<file path="src/rtl/fpu_mul_pkg.sv">
// Shared types for the fp_mul scheduler: operand layout, rounding modes and FSM states.
package fpu_mul_pkg;

   localparam int LAT_MAX = 15;

   typedef struct packed {
      logic        sign;
      logic [7:0]  exp;
      logic [22:0] frac;
   } fp32_t;

   typedef enum logic [2:0] {
      RM_RNE = 3'd0,
      RM_RTZ = 3'd1,
      RM_RDN = 3'd2,
      RM_RUP = 3'd3,
      RM_RMM = 3'd4
   } rmode_t;

   typedef enum logic [1:0] {
      ST_IDLE = 2'd0,
      ST_BUSY = 2'd1,
      ST_RESP = 2'd2
   } sched_state_t;

endpackage

</file>
<file path="src/rtl/rr_arb2.sv">
// Combinational 2-way round-robin arbiter; prio only breaks ties when both request.
module rr_arb2 (
   input  logic [1:0] req,
   input  logic       prio,
   output logic [1:0] gnt,
   output logic       idx
);

   always_comb begin
      gnt = 2'b00;
      idx = 1'b0;
      if (req[0] && req[1]) begin
         idx = prio;
         gnt = prio ? 2'b10 : 2'b01;
      end else if (req[1]) begin
         idx = 1'b1;
         gnt = 2'b10;
      end else if (req[0]) begin
         idx = 1'b0;
         gnt = 2'b01;
      end
   end

endmodule

</file>
<file path="src/rtl/fp_mul_sched.sv">
// Shares one combinational fp_mul between two requesters: round-robin grant, operands held for
// LATENCY cycles, result returned on one tagged valid/ready channel; no new grant until it drains.
module fp_mul_sched
   import fpu_mul_pkg::*;
#(
   parameter int LATENCY = 2,
   parameter int RR_INIT = 0
) (
   input  logic        clk,
   input  logic        rst_n,
   input  logic [1:0]  req_valid,
   output logic [1:0]  req_ready,
   input  logic [63:0] req_x,
   input  logic [63:0] req_y,
   input  logic [5:0]  req_rmode,
   output logic [31:0] mul_x,
   output logic [31:0] mul_y,
   output logic [2:0]  mul_rmode,
   input  logic [31:0] mul_z,
   input  logic        mul_ovrf,
   input  logic        mul_udrf,
   output logic        rsp_valid,
   input  logic        rsp_ready,
   output logic        rsp_id,
   output logic [31:0] rsp_z,
   output logic        rsp_ovrf,
   output logic        rsp_udrf,
   output logic        busy
);

   localparam int CW = $clog2(LAT_MAX + 1);
   localparam logic [CW-1:0] CNT_LOAD = CW'(LATENCY - 1);

   sched_state_t  state;
   sched_state_t  state_nxt;
   logic [CW-1:0] cnt;
   logic          prio;
   fp32_t         op_x;
   fp32_t         op_y;
   rmode_t        op_rm;
   logic          op_id;
   fp32_t         res_z;
   logic          res_ovrf;
   logic          res_udrf;
   logic [1:0]    gnt;
   logic          gidx;
   logic          hs;
   logic [1:0]    skipped;

   rr_arb2 u_arb (
      .req  (req_valid),
      .prio (prio),
      .gnt  (gnt),
      .idx  (gidx)
   );

   assign hs = (state == ST_IDLE) && (gnt != 2'b00);

   always_ff @(posedge clk or negedge rst_n) begin
      if (!rst_n) state <= ST_IDLE;
      else        state <= state_nxt;
   end

   always_comb begin
      state_nxt = state;
      case (state)
         ST_IDLE: if (hs)           state_nxt = ST_BUSY;
         ST_BUSY: if (cnt == '0)    state_nxt = ST_RESP;
         ST_RESP: if (rsp_ready)    state_nxt = ST_IDLE;
         default:                   state_nxt = ST_IDLE;
      endcase
   end

   // req_ready is gated by rst_n so nothing looks accepted while reset is held.
   always_comb begin
      req_ready = 2'b00;
      rsp_valid = 1'b0;
      busy      = 1'b0;
      case (state)
         ST_IDLE: req_ready = gnt & {2{rst_n}};
         ST_BUSY: busy = 1'b1;
         ST_RESP: begin
            busy      = 1'b1;
            rsp_valid = 1'b1;
         end
         default: ;
      endcase
   end

   always_ff @(posedge clk or negedge rst_n) begin
      if (!rst_n) begin
         op_x     <= '0;
         op_y     <= '0;
         op_rm    <= RM_RNE;
         op_id    <= 1'b0;
         cnt      <= '0;
         res_z    <= '0;
         res_ovrf <= 1'b0;
         res_udrf <= 1'b0;
         prio     <= RR_INIT[0];
      end else begin
         case (state)
            ST_IDLE: if (hs) begin
               op_x  <= gidx ? req_x[63:32] : req_x[31:0];
               op_y  <= gidx ? req_y[63:32] : req_y[31:0];
               op_rm <= rmode_t'(gidx ? req_rmode[5:3] : req_rmode[2:0]);
               op_id <= gidx;
               cnt   <= CNT_LOAD;
            end
            ST_BUSY: begin
               if (cnt == '0) begin
                  res_z    <= mul_z;
                  res_ovrf <= mul_ovrf;
                  res_udrf <= mul_udrf;
               end else begin
                  cnt <= cnt - 1'b1;
               end
            end
            // Loser of the last grant gets priority for the next tie.
            ST_RESP: if (rsp_ready) prio <= ~op_id;
            default: ;
         endcase
      end
   end

   assign mul_x     = op_x;
   assign mul_y     = op_y;
   assign mul_rmode = op_rm;
   assign rsp_id    = op_id;
   assign rsp_z     = res_z;
   assign rsp_ovrf  = res_ovrf;
   assign rsp_udrf  = res_udrf;

   // Requesters that were valid but lost a grant; they must win the next one if still valid.
   always_ff @(posedge clk or negedge rst_n) begin
      if (!rst_n)  skipped <= 2'b00;
      else if (hs) skipped <= (skipped | (req_valid & ~gnt)) & ~gnt;
   end

   assert property (@(posedge clk) disable iff (!rst_n) $onehot0(req_ready));
   assert property (@(posedge clk) disable iff (!rst_n) rsp_valid |-> state == ST_RESP);
   assert property (@(posedge clk) disable iff (!rst_n)
      rsp_valid && !rsp_ready |=> rsp_valid && $stable(rsp_z) && $stable(rsp_id)
                                  && $stable(rsp_ovrf) && $stable(rsp_udrf));
   assert property (@(posedge clk) disable iff (!rst_n)
      state == ST_BUSY && cnt != '0 |=> $stable(mul_x) && $stable(mul_y) && $stable(mul_rmode));
   assert property (@(posedge clk) disable iff (!rst_n)
      hs |-> !(|(skipped & req_valid & ~gnt)));

endmodule

</file>
<file path="config.mk">
export PLATFORM = sky130hd
export DESIGN_NAME = fp_mul_sched
export DESIGN_NICKNAME = d
export VERILOG_FILES = /design/src/rtl/fpu_mul_pkg.sv /design/src/rtl/rr_arb2.sv /design/src/rtl/fp_mul_sched.sv
export SDC_FILE = /design/constraint.sdc
export NUM_CORES = 1
export LEC_CHECK = 0
export CELL_PAD_IN_SITES_DETAIL_PLACEMENT = 1
export CELL_PAD_IN_SITES_GLOBAL_PLACEMENT = 2
export CORE_ASPECT_RATIO = 0.5
export CORE_MARGIN = 3
export CORE_UTILIZATION = 20
export DETAILED_ROUTE_END_ITERATION = 8
export PLACE_DENSITY_LB_ADDON = 0.3
export SLEW_MARGIN = 20
export SYNTH_ARGS = -nofsm -noshare
export SYNTH_HDL_FRONTEND = slang
export SYNTH_SLANG_ARGS = --single-unit
export TNS_END_PERCENT = 50
</file>
<file path="constraint.sdc">
create_clock -name clk -period 1.66 [get_ports clk]
set_input_delay 0.332 -clock clk [delete_from_list [all_inputs] [get_ports clk]]
set_output_delay 0.332 -clock clk [all_outputs]
set_load 0.005 [all_outputs]
</file>
Word-level counts from Yosys, hierarchy flattened
Index checks and enable logic that the tools add are counted.
Widths: inputs -> output; s select.
{"block": "word_totals", "ram_bits": 0, "out_inout_bits": 106, "latchBits": 0, "romBits": 0, "ff_bits": 109, "mem_count": 0, "input_bits": 173, "elab_cells": 56}
{"block": "op_classes", "order_cmp": 0, "eq_ne": 6, "shift": 0, "muxes": 19, "reduce_logical": 12, "multipliers": 0, "bitwise_logic": 2, "div_mod_pow": 0, "n_addsub": 1}
{"cell": "$mux 32", "count": 2}
{"cell": "$mux 2", "count": 7}
{"cell": "$mux 4", "count": 2}
{"cell": "$ne 2x2->1 const B", "count": 4}
{"cell": "$pmux 4 s2", "count": 1}
{"cell": "$pmux 2 s3", "count": 1}
{"cell": "$reduce_and 2->1", "count": 3}
{"cell": "$reduce_and 3->1", "count": 2}
{"cell": "$mux 1", "count": 5}
{"cell": "$logic_not 4->1", "count": 1}
{"cell": "$reduce_bool 2->1", "count": 2}
{"cell": "$sub 4x1->4 const B", "count": 1}
{"cell": "$mux 3", "count": 1}
{"cell": "$and 2x2->2", "count": 1}
{"cell": "$eq 2x1->1 const B", "count": 1}
{"cell": "$eq 2x2->1 const B", "count": 1}
{"cell": "$logic_and 1x1->1", "count": 2}
{"cell": "$logic_not 2->1", "count": 1}
{"cell": "$reduce_or 2->1", "count": 1}
{"cell": "$not 1->1", "count": 1}

Longest topological paths before layout
Gate-level depths: netlist of run 1.
{"block": "depth", "depth_word": 7, "ltp_mapped": 8, "depth_no_buf": 5}

By module
Synthesis of run 1 repeated with hierarchy kept, for this count alone.
{"block": "unflattened", "cells_unflattened": 417, "hier_area_um2": 4887.2}
{"mod": "fp_mul_sched", "seq_area_each_um2": 2727.6, "cells_each": 413, "area_each_um2": 4860.9, "instances": 1}
{"mod": "rr_arb2", "seq_area_each_um2": 0.0, "cells_each": 4, "area_each_um2": 26.3, "instances": 1}

Worst setup path after synthesis of run 1
OpenSTA, ideal clock, no wires.
{"block": "synth_timing", "path_kind": "register to register", "startpoint": "register cnt[0]", "endpoint": "register state[1]", "n_path_buf": 1, "setup_slack_ps": -107, "required_ps": 1532, "synth_period_minus_slack_ps": 1767, "setup_time_ps": 128, "t_arrival_ps": 1639, "path_stages_with_launch": 7, "path_cell_list": "dfrtp_1 inv_1 ha_1 or3b_1 buf_2 a211oi_2 mux2_1"}
{"block": "synth_via", "elab_chain_cells": 3}
{"element": "start: declaration", "line_no": "fp_mul_sched.sv:36", "source": "logic [CW-1:0] cnt;"}
{"element": "start signal: assignment", "line_no": "fp_mul_sched.sv:116", "source": "cnt <= cnt - 1'b1;"}
{"element": "$logic_not 4->1", "line_no": "fp_mul_sched.sv:68", "source": "ST_BUSY: if (cnt == '0) state_nxt = ST_RESP;"}
{"element": "$ne 2x2->1 (no source line)"}
{"element": "$reduce_and 3->1 (no source line)"}
{"element": "end signal: assignment", "line_no": "fp_mul_sched.sv:61", "source": "else state <= state_nxt;"}
{"element": "end: declaration", "line_no": "fp_mul_sched.sv:34", "source": "sched_state_t state;"}
No other way between the ends.
A chain may end at the register's enable or synchronous reset.

Final worst setup path of run 1
{"block": "layout_timing", "startpoint": "register state[1]", "endpoint": "output req_ready[0]"}
{"block": "layout_via", "elab_chain_cells": 2}
{"element": "$logic_not 2->1", "line_no": "fp_mul_sched.sv:79", "source": "case (state)"}
{"element": "$mux 2", "line_no": "fp_mul_sched.sv:79"}
{"element": "end: declaration", "line_no": "fp_mul_sched.sv:12", "source": "output logic [1:0] req_ready,"}
No other way between the ends.

==> flow_summary.toml, run 1 <==
[status]
status = "finished with violations"
violations = "setup timing"

[setup_path]
crit_type = "flip-flop to output port"
worst_path_max_delay_cell = "dfrtp_1"
critPathBufInv = 3
start_kind = "flip-flop"
critPathMaxFanout = 3
cp.arrival_ps = 1380
cp-end-kind = "output port"
critPathTopFamily = "flip-flops"
crit_chain = "inv_2 -> buf_6 -> ha_4 -> nand3_2 -> a21oi_2 -> buf_2"
max_stage_delay_ps = 400
required_ps = 1330

[clock_network]
path_clk_slew_ps = 90
cts_sinks = 109
htree_levels = 3
ctsHoldBuffers = 0
clk_path_buf_depth = 2
cts_root_buffer = "clkbuf_16"
cts_made_buffers = 9
cts_tree = "yes"
clk_latency_ps = 370

[timing]
slew_headroom = 0.4704
setup_violations = 39
fmax_ghz = 0.5831
hold_viol_final = 0
fin_crit_sh = 1.033
worst_slack_ps = -55.11
final-max-slew-violation-count = 0
rsz0062_at_grt = "yes"
period_needed_ps = 1715
worst_pin_slew_ps = 794.3
skew_ps = 7.794

[routing]
dr.pass1.iters = 4
wl_um = 23210
vias = 5256
final_antenna_net_count = 0
drc = 0
viasPerCell = 4.586
wl_per_cell_um = 20.25
drtIter0Drc = 217

[place]
place.gp.congestion = 0.7406
place_inst = 1108
place_hpwl_um = 15270
postPlaceCellArea_mm2 = 0.008361
portBuffers = 278

[floorplan]
die_y_um = 118.4
pin_count = 279
die_width_um = 230.7
die-area_mm2 = 0.02731
start_util = 0.2068
core_area_mm2 = 0.02442
placementRows = 40

[logic_synthesis]
synth.cell_area_mm2 = 0.005051
synth_cells = 511
syn-mean-instance-area_um2 = 9.885
yosysMostFrequentCell = "dfrtp_1"
synth.largest_area_cell = "dfrtp_1"
seq_area_frac_synth = 0.5400
yosysWarnings = 0
async_reset_ff_frac = 1.000
ys_ff_latch = 109
ys_types = 36
synth_edf_count = 0
ys_top_cells_by_area = "dfrtp_1, a31oi_1, mux2_2, o21ai_0, nand3_1"
synth_top_area_share = 0.5400
yosys_most_used_dff = "dfrtp_1"
synth_fp_nets = 689
synth_top_cells_by_count = "dfrtp_1, nor2_1, o21ai_0"

[final_layout]
fill_cells = 2727
fin_nets = 982
finalNonFillerCells = 1146
area_growth_pct = 85.71
drive_gt1_frac = 0.1805
final_cell_area_mm2 = 0.009380

[grt]
met3_usage = 0.03059
grt_pass1_wl_um = 33810
track_usage = 0.1600
grt_max_degree = 84
met1_usage = 0.1900
first_global_vias = 5528
top_usage_layer = "met2"
overflow = 0
use_met2 = 0.2928
grt_antenna_before_repair = 1

[hold_path]
hold_class = "primary input to async pin"

[power]
p_per_area_mw_per_mm2 = 1685
ir_worst_vdd_v = 0.0005701
p_leak_nw = 3.704

[run]
max_cap_violations = 0
[routing by layer]
layer,share of wire,wire [um]
met5,0,0
met4,0.019,443
met3,0.026,603
met2,0.54,12520
met1,0.42,9649
[stage by stage]
stage               total power, mW  utilization  hold slack [ps]  worst slack (ps)  setup TNS, ps
floorplan                     7.600            -            36.41            -75.30         -81.64
global placement              11.90       0.3423            482.9            -431.0         -24500
detailed placement            12.07       0.3423            476.6            -433.4         -27680
CTS                           14.91       0.3654            66.27            -78.45          -1972
global route                  16.91       0.3841            80.32            -149.6          -5963
finish                        15.80       0.3841            68.67            -55.11         -987.6
[final timing paths]
kind	startpoint	endpoint	slack, ps	cells past startpoint
max	state[1]$_DFFE_PN0P_	req_ready[0]	-60	6
min	rst_n	mul_y[29]$_DFFE_PN0P_	70	2
max reg2reg	state[1]$_DFFE_PN0P_	cnt[0]$_DFFE_PN0P_	-50	7
min reg2reg	rsp_id$_DFFE_PN0P_	prio$_DFFE_PN0P_	510	1
max in group asynchronous	rst_n	mul_y[4]$_DFFE_PN0P_	1220	2
min in group clk	req_valid[1]	mul_x[6]$_DFFE_PN0P_	400	4
[worst reg2reg max path: cells and delay by family (launching register included)]
kind                       cells  cell delay (ps)
and+or+nand+nor                2              610
buffers and inverters          3              320
DFF                            1              400
AOI/OAI and AO/OA              1              170
adders and majority gates      1              140
[sequential cells by signal, summed over array words and instances (netlist names)]
name       count
mul_x         32
mul_y         32
rsp_z         32
cnt            4
mul_rmode      3
state          2
prio           1
rsp_id         1
rsp_ovrf       1
rsp_udrf       1
[power breakdown]
group / leakage (nW) / internal, mW / switching (mW)
clock network: 0.146 / 1.08 / 1.21
registers: 1.26 / 4.00 / 0.721
logic: 2.30 / 5.29 / 3.51
[cell families (layout without fill, tap and decap cells)]
| logic type | after synthesis | after routing | synth area share |
|---|---|---|---|
| buffers and inverters | 57 | 355 | 0.05400 |
| AO/OA/AOI/OAI | 151 | 151 | 0.1741 |
| adder cells (fa/ha/maj) | 5 | 5 | 0.01239 |
| multiplexers | 35 | 35 | 0.07803 |
| flip-flops | 109 | 109 | 0.5400 |
| other | 0 | 1 | 0 |
| AND/OR/NAND/NOR | 154 | 154 | 0.1414 |
[cell type report]
type	instances	area, um2	share of cell area
diodes	1	2.502	0.0002668
clock buffers	9	225.2	0.02401
clock inverters	7	80.08	0.008537
inverters	7	26.28	0.002801
multi-input cells	345	2316	0.2469
flip-flops and latches	109	2728	0.2908
well taps	336	420.4	0.04482
repair buffers	332	3582	0.3819
[cell usage in the layout, fill, tap and decap left out, types with 2 or more instances in the layout]
| master | n |
|---|---|
| a31oi_4 | 4 |
| inv_2 | 4 |
| a211oi_2 | 2 |
| nand2_1 | 2 |
| clkbuf_16 | 15 |
| mux2_4 | 17 |
| dlymetal6s2s_1 | 8 |
| nand4_1 | 2 |
| nand3_1 | 68 |
| o21ai_1 | 2 |
| buf_2 | 3 |
| buf_16 | 6 |
| inv_1 | 3 |
| ha_4 | 3 |
| clkdlybuf4s50_1 | 264 |
| buf_8 | 4 |
| dfrtp_1 | 109 |
| nor2_1 | 68 |
| a31oi_2 | 3 |
| o21ai_0 | 69 |
| mux2_2 | 18 |
| buf_12 | 8 |
| clkinv_8 | 2 |
| a31oi_1 | 61 |
| nor2_2 | 2 |
| buf_6 | 11 |
| buf_4 | 22 |
| inv_8 | 2 |
[timing repair]
| action | in CTS | in global routing |
|---|---|---|
| setup buffers | 6 | 4 |
| pin swaps | 8 | 6 |
| hold endpoints to repair | 0 | 0 |
| gates resized for setup | 48 | 53 |
| setup endpoints to repair | 112 | 119 |
| gates cloned | 4 | 7 |
Note: power is estimated with default switching activity, not from simulation.
==> run 2: changes to the inputs <==
--- a/config.mk
+++ b/config.mk
@@ -5,15 +5,17 @@
 export SDC_FILE = /design/constraint.sdc
 export NUM_CORES = 1
 export LEC_CHECK = 0
+export ABC_AREA = 1
 export CELL_PAD_IN_SITES_DETAIL_PLACEMENT = 1
 export CELL_PAD_IN_SITES_GLOBAL_PLACEMENT = 2
 export CORE_ASPECT_RATIO = 0.5
 export CORE_MARGIN = 3
-export CORE_UTILIZATION = 20
+export CORE_UTILIZATION = 19
 export DETAILED_ROUTE_END_ITERATION = 8
 export PLACE_DENSITY_LB_ADDON = 0.3
 export SLEW_MARGIN = 20
 export SYNTH_ARGS = -nofsm -noshare
 export SYNTH_HDL_FRONTEND = slang
+export SYNTH_HIERARCHICAL = 1
 export SYNTH_SLANG_ARGS = --single-unit
 export TNS_END_PERCENT = 50
==> flow_summary.toml, run 2 <==
[logic_synthesis]
synth.largest_area_cell = "dfrtp_1"
seq_area_frac_synth = 0.5273
synth_fp_nets = 764
synth_edf_count = 0
ys_top_cells_by_area = "dfrtp_1, nand2_1, o211ai_1, or2_2, o21ai_0"
synth_top_area_share = 0.5273
synth_top_cells_by_count = "nand2_1, dfrtp_1, or2_2"
syn-mean-instance-area_um2 = 8.827
ys_ff_latch = 109
ys_types = 22
yosysWarnings = 6
async_reset_ff_frac = 1.000
synth.cell_area_mm2 = 0.005172
yosysMostFrequentCell = "nand2_1"
yosys_most_used_dff = "dfrtp_1"
synth_cells = 586

[setup_path]
worst_path_max_delay_cell = "dfrtp_1"
cp-end-kind = "output port"
crit_type = "flip-flop to output port"
crit_chain = "buf_4 -> buf_4 -> ha_2 -> buf_2"
r2r-end = "mul_x[18]$_DFFE_PN0P_"
startpoint = "state[1]$_DFFE_PN0P_"
start_kind = "flip-flop"
cp.arrival_ps = 1310
critPathMaxFanout = 2
rr_startpoint = "prio$_DFFE_PN0P_"
required_ps = 1330
max_stage_delay_ps = 390
reg2reg_depth = 9
path_common_cell = "buf_4"
r2r_slack_ps = 30
cp-endpoint = "rsp_valid"

[place]
place_hpwl_um = 15270
place_inst = 1198
portBuffers = 278
postPlaceCellArea_mm2 = 0.008498
dp_slack_ps = -413.8
place.gp.congestion = 0.7426

[routing]
viasPerCell = 4.129
drtIter0Drc = 181
dr.pass1.iters = 4
wl_per_cell_um = 17.09
wl_um = 20870
vias = 5041
final_antenna_net_count = 0
drc = 0

[grt]
grt_pass1_wl_um = 31820
first_global_vias = 5438
grt_antenna_before_repair = 0
track_usage = 0.1429
overflow = 0
grt_max_degree = 97

[floorplan]
die-area_mm2 = 0.02936
die_y_um = 122.7
pin_count = 279
start_util = 0.1993
die_width_um = 239.3
core_area_mm2 = 0.02596
placementRows = 41

[timing]
setup_violations = 0
period_needed_ps = 1641
worst_pin_slew_ps = 587.3
setup_tns_ps = 0
slew_headroom = 0.6085
hold_ws_ps = 87.63
fmax_ghz = 0.6095
final-max-slew-violation-count = 0
hold_viol_final = 0
worst_slack_ps = 19.34
skew_ps = 8.182
fin_crit_sh = 0.9884
rsz0062_at_grt = "yes"

[final_layout]
fin_nets = 1050
final_common_cell = "clkdlybuf4s50_1"
area_growth_pct = 73.49
final_cell_area_mm2 = 0.008974
layout.cells.most_common_list = "clkdlybuf4s50_1, nand2_1, dfrtp_1"
drive_gt1_frac = 0.1688
finalNonFillerCells = 1221
fill_cells = 3034
diodes = 0
post-route-util = 0.3457

[clock_network]
clk_latency_ps = 370
htree_levels = 3
cts_tree = "yes"
path_clk_slew_ps = 80
cts_root_buffer = "clkbuf_16"
clk_path_buf_depth = 2
cts_sinks = 109
cts_made_buffers = 9

[power]
p_int_mw = 9.216
switchingPower_mw = 5.124
ir_worst_vdd_v = 0.0006642
p_comb_frac = 0.511
switching_share = 0.3573
clock_power_share = 0.163
power_mw = 14.34
pwr-share-seq = 0.326
p_per_area_mw_per_mm2 = 1598
p_leak_nw = 4.072

[run]
max_cap_violations = 0

[hold_path]
hold_class = "primary input to async pin"

[status]
status = "finished clean"
[run 2: cell types whose count changed after synthesis, sizes merged, moves of 6 or more]
| cell | delta |
|---|---|
| clkbuf | -7 |
| nand3 | -62 |
| o211ai | +67 |
| nand2 | +194 |
| buf | -6 |
| a31oi | -67 |
| nor2 | -65 |
| inv | +41 |
| o21ai | -34 |
| or2 | +67 |
| mux2 | -35 |
[run 2: worst min-delay path by stage]
stage | from | end | slack (ps)
floorplan | rst_n | cnt[0]$_DFFE_PN0P_ | 40
global placement | rst_n | mul_y[3]$_DFFE_PN0P_ | 390
detailed placement | rst_n | mul_y[2]$_DFFE_PN0P_ | 390
CTS | rst_n | mul_y[14]$_DFFE_PN0P_ | 120
global route | rst_n | mul_y[21]$_DFFE_PN0P_ | 150
finish | rst_n | mul_y[21]$_DFFE_PN0P_ | 90
[run 2: critical path: cells and delay by family, from the launching register on]
kind       cells  cell delay, ps
fa+ha+maj      1             160
buf+inv        3             390
flops          1             390
[run 2: cell type report]
cell class	instances	area (um2)	area share
clock buffer	10	239.0	0.02663
timing repair buffer	312	3166	0.3528
tap	344	430.4	0.04796
multi-input combinational	392	2155	0.2401
clock inverter	6	68.82	0.007669
inverter	48	187.7	0.02091
sequential	109	2728	0.3040
[run 2: cells by family after synthesis]
logic type      after synthesis  share of synthesized area
simple gates                278                     0.2366
compound gates              109                     0.1524
flops                       109                     0.5273
buf+inv                      85                    0.07160
fa+ha+maj                     5                    0.01209
[run 2: power groups by stage]
stage,combinational [mW],sequential (mW),clock [mW]
2_1_floorplan,2.67,4.78,0
3_3_place_gp,7.09,4.68,0
3_5_place_dp,7.21,4.72,0
4_1_cts,7.44,4.70,2.46
5_1_grt,8.13,4.86,2.56
6_report,7.33,4.68,2.33
[run 2: metal layers]
| layer | share of wire | global-route usage | up-vias |
|---|---|---|---|
| li1 | - | - | 2456 |
| met4 | 0.019 | 0.04827 | 0 |
| met5 | 0 | 0 | - |
| met1 | 0.40 | 0.1618 | 2481 |
| met2 | 0.55 | 0.2716 | 79 |
| met3 | 0.030 | 0.02739 | 25 |
[run 2: what timing repair did]
| item | 4_1_cts | 5_1_grt |
|---|---|---|
| endpoints found under the setup margin | 10 | 77 |
| endpoints found under the hold margin | 13 | 0 |
| pin swaps | 7 | 11 |
| gates cloned | 2 | 0 |
| buffers inserted | 2 | 3 |
| resized for setup | 34 | 23 |
| hold buffers | 1 | 0 |
==> run 3: changes to the inputs <==
--- a/config.mk
+++ b/config.mk
@@ -10,7 +10,7 @@
 export CELL_PAD_IN_SITES_GLOBAL_PLACEMENT = 2
 export CORE_ASPECT_RATIO = 0.5
 export CORE_MARGIN = 3
-export CORE_UTILIZATION = 19
+export CORE_UTILIZATION = 23
 export DETAILED_ROUTE_END_ITERATION = 8
 export PLACE_DENSITY_LB_ADDON = 0.3
 export SLEW_MARGIN = 20
==> constraint.sdc (replaced) <==
create_clock -name clk -period 2 [get_ports clk]
set_input_delay 0.4 -clock clk [delete_from_list [all_inputs] [get_ports clk]]
set_output_delay 0.4 -clock clk [all_outputs]
set_load 0.005 [all_outputs]
==> flow_summary.toml, run 3 (synthesis gave the netlist of run 2 again) <==
[clock_network]
path_clk_slew_ps = 80
htree_levels = 3
cts_root_buffer = "clkbuf_16"
cts_sinks = 109
cts_tree = "yes"
clk_latency_ps = 360
cts_made_buffers = 9
clk_path_buf_depth = 2
ctsHoldBuffers = 0

[final_layout]
final_cell_area_mm2 = 0.008723
diodes = 0
fin_nets = 1037
final_common_cell = "clkdlybuf4s50_1"
area_growth_pct = 68.65
drive_gt1_frac = 0.1424
layout.cells.most_common_list = "clkdlybuf4s50_1, nand2_1, dfrtp_1"

[floorplan]
die_y_um = 112.0
pin_count = 279
core_area_mm2 = 0.02187
die-area_mm2 = 0.02443
die_width_um = 218.1
placementRows = 38
start_util = 0.2365

[routing]
final_antenna_net_count = 0
vias = 5006
dr.pass1.iters = 4
wl_um = 18850
viasPerCell = 4.301
drtIter0Drc = 192
wl_per_cell_um = 16.20
drc = 0

[grt]
track_usage = 0.1561
grt_pass1_wl_um = 29920
grt_max_degree = 110
first_global_vias = 5384
grt_antenna_before_repair = 0
overflow = 0

[timing]
fmax_ghz = 0.5425
rsz0062_at_grt = "no"
fin_crit_sh = 0.9216
skew_ps = 8.187
setup_tns_ps = 0
period_needed_ps = 1843
slew_headroom = 0.5636
hold_viol_final = 0
worst_slack_ps = 156.7
worst_pin_slew_ps = 654.6
final-max-slew-violation-count = 0
setup_violations = 0

[setup_path]
cp-end-kind = "output port"
cp.arrival_ps = 1440
r2r-end = "mul_y[28]$_DFFE_PN0P_"
rr_startpoint = "prio$_DFFE_PN0P_"
critPathMaxFanout = 2
crit_type = "primary input to output port"
start_kind = "primary input"
required_ps = 1600
r2r_slack_ps = 300
reg2reg_depth = 8

[hold_path]
hold_class = "primary input to async pin"

[power]
p_per_area_mw_per_mm2 = 1328
p_leak_nw = 3.943
ir_worst_vdd_v = 0.0004320

[place]
place_hpwl_um = 14130
place.gp.congestion = 0.7529
portBuffers = 278
dp_slack_ps = -176.7
postPlaceCellArea_mm2 = 0.008383

[status]
status = "finished clean"

[run]
max_cap_violations = 0
-- run 3: power by group --
part | switching (mW) | internal (mW)
Sequential | 0.586 | 3.30
Clock | 0.869 | 1.10
Combinational | 2.58 | 3.15
-- run 3: how the worst max path moves through the flow --
stage / startpoint / endpoint / slack [ps] / depth (start not counted)
finish: req_valid[0] / req_ready[1] / 160 / 7
global route: req_valid[0] / req_ready[0] / 60 / 6
CTS: state[0]$_DFFE_PN0P_ / req_ready[1] / 150 / 5
detailed placement: req_valid[1] / mul_x[29]$_DFFE_PN0P_ / -180 / 9
global placement: req_valid[0] / req_ready[0] / -140 / 6
floorplan: req_valid[0] / mul_y[12]$_DFFE_PN0P_ / 470 / 10
-- run 3: critical path, stage by stage --
cell and delay [ps]:
clkdlybuf4s50_1 420, inv_1 90, nand2_1 70, nand2_2 80, nand2_1 60, nor2_1 90, dlygate4sd2_1 240
-- run 3: through the flow --
stage                     utilization  total power [mW]  hold slack (ps)  cells
after floorplan                     -             6.182            104.4    586
after global routing           0.3989             12.56            176.5   1164
final                          0.3989             11.58            134.3   1164
after global placement         0.3833             9.646            462.3   1146
after detailed placement       0.3833             9.787            466.2   1146
after CTS                      0.3989             11.88            190.7   1164
-- run 3: what timing repair did --
item	CTS	global route
resized for setup	10	0
buffers inserted	2	0
endpoints found under the setup margin	4	0
-- run 3: cell type report --
cell class	count	area [um2]
Clock buffer	9	225.2
Clock inverter	7	100.1
Fill cell	2536	13150
Inverter	48	180.2
Multi-Input combinational cell	392	2096
Sequential cell	109	2728
Tap cell	300	375.4
Timing Repair Buffer	299	3019
-- run 3: layer usage --
metal / vias up / global-route usage / share of wire
met4: 0 / 0.05035 / 0.024
met3: 28 / 0.03949 / 0.041
met5: - / 0 / 0
met1: 2465 / 0.1801 / 0.40
li1: 2423 / - / -
met2: 90 / 0.2846 / 0.53
